### src/rtl/chiffon_axi_pkg.sv
// Shared AXI encodings and the write-channel state type for the membus bridge.
package chiffon_axi_pkg;

   localparam logic [1:0] AXI_RESP_OKAY     = 2'b00;
   localparam logic [1:0] AXI_BURST_INCR    = 2'b01;
   localparam logic [3:0] AXI_CACHE_DEFAULT = 4'b0011;

   typedef enum logic [1:0] {IDLE, ADDR_DATA, WAIT_B} wstate_t;

endpackage

### src/rtl/membus_axi_bridge_fifo.sv
// Small synchronous FIFO holding the lane index of each outstanding read.
module sync_fifo #(
   parameter int unsigned WIDTH = 1,
   parameter int unsigned DEPTH = 4
) (
   input  logic             clk,
   input  logic             rst,
   input  logic             push,
   input  logic [WIDTH-1:0] wdata,
   input  logic             pop,
   output logic [WIDTH-1:0] rdata
);

   localparam int unsigned PTR_W = (DEPTH > 1) ? $clog2(DEPTH) : 1;

   logic [WIDTH-1:0] mem [DEPTH];
   logic [PTR_W-1:0] wr_ptr, rd_ptr;

   function automatic logic [PTR_W-1:0] ptr_inc(input logic [PTR_W-1:0] p);
      return (p == PTR_W'(DEPTH - 1)) ? '0 : p + 1'b1;
   endfunction

   always_ff @(posedge clk or posedge rst) begin
      if (rst) begin
         wr_ptr <= '0;
         rd_ptr <= '0;
      end else begin
         if (push) wr_ptr <= ptr_inc(wr_ptr);
         if (pop)  rd_ptr <= ptr_inc(rd_ptr);
      end
   end

   always_ff @(posedge clk) begin
      if (push) mem[wr_ptr] <= wdata;
   end

   assign rdata = mem[rd_ptr];

endmodule

### src/rtl/membus_axi_bridge.sv
// Core membus to AXI4 master bridge: in-order pipelined reads, single-beat writes,
// dram_base offset, byte-lane steering and a sticky bus-error flag.
module membus_axi_bridge
   import chiffon_axi_pkg::*;
#(
   parameter int unsigned AXI_ID_W        = 1,
   parameter int unsigned AXI_ADDR_W      = 32,
   parameter int unsigned AXI_DATA_W      = 32,
   parameter int unsigned MAX_OUTSTANDING = 4
) (
   input  logic                    ACLK,
   input  logic                    ARST,
   input  logic [31:0]             dram_base,
   input  logic                    mem_valid,
   output logic                    mem_ready,
   input  logic [31:0]             mem_addr,
   input  logic                    mem_wen,
   input  logic [31:0]             mem_wdata,
   input  logic [3:0]              mem_wmask,
   output logic                    mem_rvalid,
   output logic [31:0]             mem_rdata,
   output logic [AXI_ID_W-1:0]     M_AXI_AWID,
   output logic [AXI_ADDR_W-1:0]   M_AXI_AWADDR,
   output logic [7:0]              M_AXI_AWLEN,
   output logic [2:0]              M_AXI_AWSIZE,
   output logic [1:0]              M_AXI_AWBURST,
   output logic                    M_AXI_AWLOCK,
   output logic [3:0]              M_AXI_AWCACHE,
   output logic [2:0]              M_AXI_AWPROT,
   output logic [3:0]              M_AXI_AWQOS,
   output logic                    M_AXI_AWVALID,
   input  logic                    M_AXI_AWREADY,
   output logic [AXI_DATA_W-1:0]   M_AXI_WDATA,
   output logic [AXI_DATA_W/8-1:0] M_AXI_WSTRB,
   output logic                    M_AXI_WLAST,
   output logic                    M_AXI_WVALID,
   input  logic                    M_AXI_WREADY,
   input  logic [AXI_ID_W-1:0]     M_AXI_BID,
   input  logic [1:0]              M_AXI_BRESP,
   input  logic                    M_AXI_BVALID,
   output logic                    M_AXI_BREADY,
   output logic [AXI_ID_W-1:0]     M_AXI_ARID,
   output logic [AXI_ADDR_W-1:0]   M_AXI_ARADDR,
   output logic [7:0]              M_AXI_ARLEN,
   output logic [2:0]              M_AXI_ARSIZE,
   output logic [1:0]              M_AXI_ARBURST,
   output logic                    M_AXI_ARLOCK,
   output logic [3:0]              M_AXI_ARCACHE,
   output logic [2:0]              M_AXI_ARPROT,
   output logic [3:0]              M_AXI_ARQOS,
   output logic                    M_AXI_ARVALID,
   input  logic                    M_AXI_ARREADY,
   input  logic [AXI_ID_W-1:0]     M_AXI_RID,
   input  logic [AXI_DATA_W-1:0]   M_AXI_RDATA,
   input  logic [1:0]              M_AXI_RRESP,
   input  logic                    M_AXI_RLAST,
   input  logic                    M_AXI_RVALID,
   output logic                    M_AXI_RREADY,
   output logic                    err,
   output logic [31:0]             last_addr
);

   localparam int unsigned STRB_W = AXI_DATA_W / 8;
   localparam int unsigned SIZE   = $clog2(STRB_W);
   localparam int unsigned LANES  = AXI_DATA_W / 32;
   localparam int unsigned LANE_W = (LANES > 1) ? $clog2(LANES) : 1;
   localparam int unsigned CNT_W  = $clog2(MAX_OUTSTANDING + 1);

   wstate_t             wstate;
   logic [CNT_W-1:0]    rd_cnt;
   logic [31:0]         sum_addr, aligned_addr;
   logic [AXI_ADDR_W-1:0] axi_addr;
   logic [LANE_W-1:0]   req_lane, rsp_lane;
   logic                acc, rd_acc, wr_acc, r_hs, aw_done, w_done;
   logic                unused_inputs;

   assign sum_addr     = dram_base + mem_addr;
   assign aligned_addr = sum_addr & ~32'(STRB_W - 1);
   assign axi_addr     = AXI_ADDR_W'(aligned_addr);

   if (LANES > 1) begin : g_lane
      assign req_lane = sum_addr[SIZE-1:2];
   end else begin : g_no_lane
      assign req_lane = '0;
   end

   // Writes only start from an empty read pipe, so read and write completions never collide.
   assign mem_ready = ~M_AXI_ARVALID & (wstate == IDLE) & (rd_cnt < CNT_W'(MAX_OUTSTANDING))
                      & (~mem_wen | (rd_cnt == '0));
   assign acc    = mem_valid & mem_ready;
   assign rd_acc = acc & ~mem_wen;
   assign wr_acc = acc & mem_wen;

   assign M_AXI_RREADY = (rd_cnt != '0);
   assign r_hs         = M_AXI_RVALID & M_AXI_RREADY;
   assign aw_done      = ~M_AXI_AWVALID | M_AXI_AWREADY;
   assign w_done       = ~M_AXI_WVALID | M_AXI_WREADY;

   assign M_AXI_AWID    = '0;
   assign M_AXI_AWLEN   = 8'd0;
   assign M_AXI_AWSIZE  = 3'(SIZE);
   assign M_AXI_AWBURST = AXI_BURST_INCR;
   assign M_AXI_AWLOCK  = 1'b0;
   assign M_AXI_AWCACHE = AXI_CACHE_DEFAULT;
   assign M_AXI_AWPROT  = 3'd0;
   assign M_AXI_AWQOS   = 4'd0;
   assign M_AXI_WLAST   = 1'b1;
   assign M_AXI_ARID    = '0;
   assign M_AXI_ARLEN   = 8'd0;
   assign M_AXI_ARSIZE  = 3'(SIZE);
   assign M_AXI_ARBURST = AXI_BURST_INCR;
   assign M_AXI_ARLOCK  = 1'b0;
   assign M_AXI_ARCACHE = AXI_CACHE_DEFAULT;
   assign M_AXI_ARPROT  = 3'd0;
   assign M_AXI_ARQOS   = 4'd0;

   assign unused_inputs = ^{M_AXI_BID, M_AXI_RID, M_AXI_RLAST};

   sync_fifo #(
      .WIDTH (LANE_W),
      .DEPTH (MAX_OUTSTANDING)
   ) u_lane_fifo (
      .clk   (ACLK),
      .rst   (ARST),
      .push  (rd_acc),
      .wdata (req_lane),
      .pop   (r_hs),
      .rdata (rsp_lane)
   );

   always_ff @(posedge ACLK or posedge ARST) begin
      if (ARST) begin
         M_AXI_ARVALID <= 1'b0;
         M_AXI_ARADDR  <= '0;
         M_AXI_AWVALID <= 1'b0;
         M_AXI_AWADDR  <= '0;
         M_AXI_WVALID  <= 1'b0;
         M_AXI_WDATA   <= '0;
         M_AXI_WSTRB   <= '0;
         M_AXI_BREADY  <= 1'b0;
         wstate        <= IDLE;
         rd_cnt        <= '0;
         mem_rvalid    <= 1'b0;
         mem_rdata     <= '0;
         err           <= 1'b0;
         last_addr     <= '0;
      end else begin
         mem_rvalid <= 1'b0;
         if (acc) last_addr <= aligned_addr;

         if (rd_acc) begin
            M_AXI_ARVALID <= 1'b1;
            M_AXI_ARADDR  <= axi_addr;
         end else if (M_AXI_ARREADY) begin
            M_AXI_ARVALID <= 1'b0;
         end

         case ({rd_acc, r_hs})
            2'b10:   rd_cnt <= rd_cnt + 1'b1;
            2'b01:   rd_cnt <= rd_cnt - 1'b1;
            default: rd_cnt <= rd_cnt;
         endcase

         if (r_hs) begin
            mem_rvalid <= 1'b1;
            mem_rdata  <= M_AXI_RDATA[32'(rsp_lane) * 32 +: 32];
            if (M_AXI_RRESP != AXI_RESP_OKAY) err <= 1'b1;
         end

         case (wstate)
            IDLE: begin
               if (wr_acc) begin
                  M_AXI_AWVALID <= 1'b1;
                  M_AXI_WVALID  <= 1'b1;
                  M_AXI_AWADDR  <= axi_addr;
                  M_AXI_WDATA   <= {LANES{mem_wdata}};
                  M_AXI_WSTRB   <= STRB_W'(mem_wmask) << (32'(req_lane) * 4);
                  wstate        <= ADDR_DATA;
               end
            end
            ADDR_DATA: begin
               if (M_AXI_AWREADY) M_AXI_AWVALID <= 1'b0;
               if (M_AXI_WREADY)  M_AXI_WVALID  <= 1'b0;
               if (aw_done && w_done) begin
                  M_AXI_BREADY <= 1'b1;
                  wstate       <= WAIT_B;
               end
            end
            WAIT_B: begin
               if (M_AXI_BVALID) begin
                  M_AXI_BREADY <= 1'b0;
                  mem_rvalid   <= 1'b1;
                  mem_rdata    <= '0;
                  wstate       <= IDLE;
                  if (M_AXI_BRESP != AXI_RESP_OKAY) err <= 1'b1;
               end
            end
            default: wstate <= IDLE;
         endcase
      end
   end

endmodule

### config.mk
export PLATFORM = sky130hd
export DESIGN_NAME = membus_axi_bridge
export DESIGN_NICKNAME = d
export VERILOG_FILES = /design/src/rtl/chiffon_axi_pkg.sv /design/src/rtl/membus_axi_bridge_fifo.sv /design/src/rtl/membus_axi_bridge.sv
export SDC_FILE = /design/constraint.sdc
export NUM_CORES = 1
export LEC_CHECK = 0
export ABC_CLOCK_PERIOD_IN_PS = 11950
export BUFFER_PORTS_ARGS = -buffer_cell sky130_fd_sc_hd__buf_4
export CORE_AREA = 2 2 146 148
export DETAILED_ROUTE_END_ITERATION = 6
export DIE_AREA = 0 0 148 150
export PLACE_DENSITY = 0.75
export SYNTH_ARGS = -nofsm -noshare
export SYNTH_HDL_FRONTEND = slang
export SYNTH_SLANG_ARGS = --single-unit
export TNS_END_PERCENT = 1
### constraint.sdc
create_clock -name ACLK -period 11.95 [get_ports ACLK]
set_input_delay 1.195 -clock ACLK [delete_from_list [all_inputs] [get_ports ACLK]]
set_output_delay 1.195 -clock ACLK [all_outputs]
set_load 0.02 [all_outputs]
### After elaboration in Yosys (flattened, before gate mapping)

Cells that the tools add are included.
W data, S select, Z words.

* bits in registers: 169
* bits of input ports: 148
* output and inout bits: 225
* logic and storage cells: 83

* $add $sub $neg: 3
* order comparisons: 1
* eq/ne operators: 9
* shifts and indexed selects: 1
* multiplexer cells: 26
* bitwise gates (word level): 14
* reduce and logical (&&, ||, !) cells: 15

Operators with widths (number)
* $mux W32: 3
* $add A32 B32 Y32: 1
* $shiftx A32 B7 Y32 const B: 1
* $mux W1: 15
* $reduce_and A3 Y1: 4
* $reduce_bool A2 Y1: 6
* $ne A2 B2 Y1 const B: 5
* $and A1 B1 Y1: 7
* $mux W2: 3
* $pmux W1 S2: 3
* $pmux W2 S3: 1
* $pmux W3 S2: 1
* $eq A2 B1 Y1 const B: 2
* $eq A2 B2 Y1 const B: 2
* $not A1 Y1: 4
* $add A3 B1 Y3 const B: 1
* $logic_not A3 Y1: 1
* $lt A3 B3 Y1 const B: 1
* $or A1 B1 Y1: 3
* $reduce_bool A3 Y1: 1
* $sub A3 B1 Y3 const B: 1
* $logic_not A2 Y1: 1
* $reduce_and A2 Y1: 1
* $logic_and A1 B1 Y1: 1

### Longest topological paths before layout

* word-level depth: 8
* mapped depth: 10
* gate-level depth less buffers: 9

### By module

From an unflattened synthesis, not the netlist that was laid out.

* cells, all modules: 723
* area total of the unflattened synthesis: 8301.7 um^2

By module, submodules not included
* membus_axi_bridge: instances 1, cells an instance 695, area each 7906.3 um^2, seq. area each 4229.1 um^2
* sync_fifo: instances 1, cells an instance 28, area each 395.4 um^2, seq. area each 220.2 um^2

### Least setup slack after synthesis

No wires, ideal clock.

* kind: input to register
* from: input dram_base[2]
* to: register M_AXI_ARADDR[29]
* library setup time: 0.125 ns
* data arrival time: 3.157 ns
* data required time: 11.825 ns
* setup slack: 8.668 ns
* stages on the path: 9
* buffers on the path: 0
* cells stage by stage: ha_1 > o21ai_0 > a221oi_1 > a211oi_2 > nand2b_2 > a311oi_4 > o221ai_2 > xor2_1 > mux2_2

* cells in the longest elaborated chain, start to end: 1

RTL lines
* from (decl): line membus_axi_bridge.sv:13 `input logic [31:0] dram_base,`
* $add A32 B32 Y32: line membus_axi_bridge.sv:77 `assign sum_addr = dram_base + mem_addr;`
* to (signal assigned): line membus_axi_bridge.sv:153 `M_AXI_ARADDR <= axi_addr;`
* to (decl): line membus_axi_bridge.sv:43 `output logic [AXI_ADDR_W-1:0] M_AXI_ARADDR,`

No other way between the ends.
A chain may end at the register's enable or synchronous reset.

### Worst setup path after layout

* from: register rd_cnt[1]
* to: register rd_cnt[2]

* cells in the longest elaborated chain, start to end: 7
* elaborated cells on any way between the ends: 15
* those cells by class: add/sub (2); order compare (1); eq/ne (2); mux (1); bitwise (6); reduce/logical (3)

RTL lines
* from (decl): line membus_axi_bridge.sv:70 `logic [CNT_W-1:0] rd_cnt;`
* from (signal assigned): line membus_axi_bridge.sv:159 `2'b10: rd_cnt <= rd_cnt + 1'b1;`
* from (signal assigned): line membus_axi_bridge.sv:160 `2'b01: rd_cnt <= rd_cnt - 1'b1;`
* from (signal assigned): line membus_axi_bridge.sv:161 `default: rd_cnt <= rd_cnt;`
* $lt A3 B3 Y1 or $logic_not A3 Y1 (tied branches): line membus_axi_bridge.sv:88, membus_axi_bridge.sv:89
* $and A1 B1 Y1 or $or A1 B1 Y1 (tied branches): line membus_axi_bridge.sv:88, membus_axi_bridge.sv:89
* $and A1 B1 Y1: line membus_axi_bridge.sv:89 `& (~mem_wen | (rd_cnt == '0));`
* $and A1 B1 Y1: line membus_axi_bridge.sv:90 `assign acc = mem_valid & mem_ready;`
* $and A1 B1 Y1: line membus_axi_bridge.sv:91 `assign rd_acc = acc & ~mem_wen;`
* $eq A2 B1 Y1 or $eq A2 B2 Y1 (tied branches): line membus_axi_bridge.sv:158 `case ({rd_acc, r_hs})`
* $pmux W3 S2 or $reduce_bool A2 Y1 (tied branches)

Parallel ways exist; a longest one is shown, timed or not.

==> results.toml <==
[critical_path]
crit_path_end_kind = "flop"
worstSetupStartpointType = "flop"
critical_path_class = "flop to flop"
critPathRequiredTime_ns = 12.25
cp.arrival_ns = 3.70
critPathMaxFanout = 34

[outcome]
status = "completed"

[die]
dieArea_sq_um = 22200
fp.dieH_um = 150
io_pins = 373
start_util = 0.411
rows = 53
chipWidth_um = 148
core_sq_um = 20700

[yosys]
post_synth_num_cell_types = 60
syn_avg_cell_area_sq_um = 10.8
synthesis.area_sq_um = 8500
yosys_register_bits = 169
synthCells = 788
synth-async-reset-ratio = 1.00
ys_seq_area_frac = 0.497
ys.warnings.count = 0
ys.flop_type = "dfrtp_1"
synth_edf_count = 0

[detailed_routing]
drc_errors = 0
totalWireLength_mm = 22.3
avgViaCountPerCell = 4.90
firstDrtPassIters = 5
detail-route-antenna-nets = 0
drtIter0Drc = 202
wl_per_cell_um = 16.2
vias = 6760

[clocking]
clk_pin_slew_worst_paths_ns = 0.06
clock-root-buffer = "clkbuf_16"
post-cts-setup-buffers = 0
htree_levels = 4
postCtsHoldBufs = 0
cts_resized = 0
insertion_delay_ns = 0.42
clock_path_buffers = 2
cts_tree = "built"
numCtsBuffers = 17
clock_sinks = 169

[placement]
place_hpwl_mm = 16.7
dp_cells = 1347
gp_congestion = 0.827
io_buffers = 310
place_area_sq_um = 10900

[sta]
finalSetupViolations = 0
fin_crit_sh = 0.284
fmax_ghz = 0.294
fin_skew_ns = 0.0135
rsz0062_at_grt = "no"
timing.final.crit_period_ns = 3.40
tightest_slew_ns = 0.957
slew_violations = 0
fin_tns_setup_ns = 0
hold_viol_final = 0
maxSlewHeadroom = 0.362

[final_layout]
layoutNonFillerInstCount = 1379
fill_cells = 1830
layout-drive-gt1-share = 0.422
synthToLayoutAreaGrowth_pct = 34.9
diodes = 0
nets = 1271
final_cell_area_sq_um = 11500
final_util = 0.555

[global_routing]
grt_pass1_wl_mm = 34.2
antenna_found_initial = 0
grt_pass1_vias = 6497
grt_max_degree = 97
grt-ovfl-total = 0
grt_usage = 0.195

[power]
powerDensity_nw_per_um2 = 254
power_leakage_nw = 5.70
ir_worst_vdd_v = 0.000144
finalPower_mw = 2.91

[hold_path]
hold_path.class = "flop to flop"

[run]
maxCapViolations = 0
==> layout make-up <==
class	instances	area, sq um	area share
tap	275	344	0.0300
clock inverter	13	134	0.0117
inverter	19	76.3	0.00665
sequential	169	4230	0.369
multi-input combinational	567	3870	0.337
clock buffer	19	443	0.0386
timing repair buffer	317	2380	0.207
==> flip-flops by register name (all words and copies together), names as in the netlist <==
name           flops
err                1
M_AXI_WDATA       32
mem_rvalid         1
M_AXI_WVALID       1
M_AXI_ARADDR      30
M_AXI_AWADDR      30
mem_rdata         32
rd_cnt             3
wstate             2
M_AXI_WSTRB        4
M_AXI_BREADY       1
M_AXI_ARVALID      1
last_addr         30
M_AXI_AWVALID      1
==> worst paths after layout <==
kind                                   end  cells after the start             from  slack (ns)
hold / removal             M_AXI_AWADDR[4]                      2  M_AXI_AWADDR[4]        0.48
setup reg to reg                 rd_cnt[2]                     10        rd_cnt[1]        8.55
min in group asynchronous  M_AXI_WDATA[31]                      2             ARST        0.95
setup / recovery                 rd_cnt[2]                     10        rd_cnt[1]        8.55
hold reg to reg            M_AXI_AWADDR[4]                      2  M_AXI_AWADDR[4]        0.48
max in group asynchronous    last_addr[19]                      3             ARST        9.49
==> worst max-delay path, cell delays in order, from the launching register on <==
cell and delay (ns):
dfrtp_1 0.42, or3_1 0.45, nand2_1 0.09, buf_4 0.33, clkinv_1 0.81, ha_1 0.55
inv_1 0.09, fa_1 0.19, xor2_1 0.14, nor2_1 0.06, xor2_1 0.14
==> layer usage <==
layer,vias to the layer above,share of wire,wire (um),track usage
li1,3236,-,-,-
met1,3248,0.40,8970,0.234
met2,249,0.51,11400,0.340
met3,27,0.072,1600,0.0537
met4,0,0.016,350,0.0662
met5,-,0,0,0
==> per-stage QoR <==
stage          hold WS, ns  worst slack, ns
2_1_floorplan        0.456             6.18
3_3_place_gp         0.465             8.11
3_5_place_dp         0.471             8.12
4_1_cts              0.487             8.49
5_1_grt              0.510             8.25
6_report             0.483             8.55
==> synth_stat cells, types with 2 or more instances <==
library cell | n | area (sq um)
a211oi_1 | 4 | 30.0
o21ai_1 | 4 | 20.0
nand3_1 | 15 | 75.1
or3_1 | 2 | 12.5
nand2b_1 | 4 | 25.0
a211o_1 | 3 | 26.3
nor2b_1 | 3 | 18.8
nor4_1 | 6 | 37.5
o21ai_2 | 2 | 17.5
a21oi_1 | 60 | 300
clkbuf_1 | 31 | 116
xnor2_1 | 13 | 114
nor2_1 | 20 | 75.1
o21bai_1 | 2 | 15.0
nand4_1 | 5 | 31.3
ha_1 | 31 | 388
mux2_2 | 99 | 1110
nand2_1 | 113 | 424
and2_1 | 2 | 12.5
conb_1 | 2 | 7.51
and3_1 | 2 | 12.5
buf_4 | 59 | 443
dfrtp_1 | 169 | 4230
a31oi_1 | 5 | 31.3
or2_2 | 2 | 12.5
a21o_1 | 8 | 60.1
mux2i_1 | 4 | 40.0
inv_1 | 18 | 67.6
nand3b_1 | 3 | 22.5
nor3_1 | 3 | 15.0
xor2_1 | 18 | 158
o21ai_0 | 48 | 240
==> logic make-up (layout without fill, tap and decap cells) <==
family / count (synthesis) / count (layout) / synth area share
other cells: 2 / 59 / 0.000883
mux: 104 / 104 / 0.138
buf+inv: 109 / 368 / 0.0742
simple gates: 184 / 184 / 0.0952
compound gates: 157 / 157 / 0.115
flops: 169 / 169 / 0.497
xor+xnor: 31 / 31 / 0.0319
fa+ha+maj: 32 / 32 / 0.0480
==> layout by cell type (no fill, tap or decap), drive strengths merged, types with 2 or more instances in the layout <==
cell and n:
nand2 113, inv 25, xor2 18, nand4 5, buf 317, a211oi 5, clkbuf 19, a21o 8
nor4 6, nand2b 5, clkinv 4, o31ai 2, conb 59, mux2i 4, a21oi 62, nor2 20
and3 2, nand3b 3, ha 31, o21bai 2, nand3 15, a31oi 5, xnor2 13, dfrtp 169
nor3 4, nor2b 3, o21ai 54, or2 2, or3 2, mux2 100, a211o 3, and2 2
clkinvlp 2
==> power breakdown <==
part	internal, mW	switching, mW	leakage [nW]
Clock	0.299	0.243	0.279
Sequential	0.845	0.147	2.06
Combinational	0.620	0.758	3.36
Total	1.76	1.15	5.70
(Power assumes the default switching activity.)
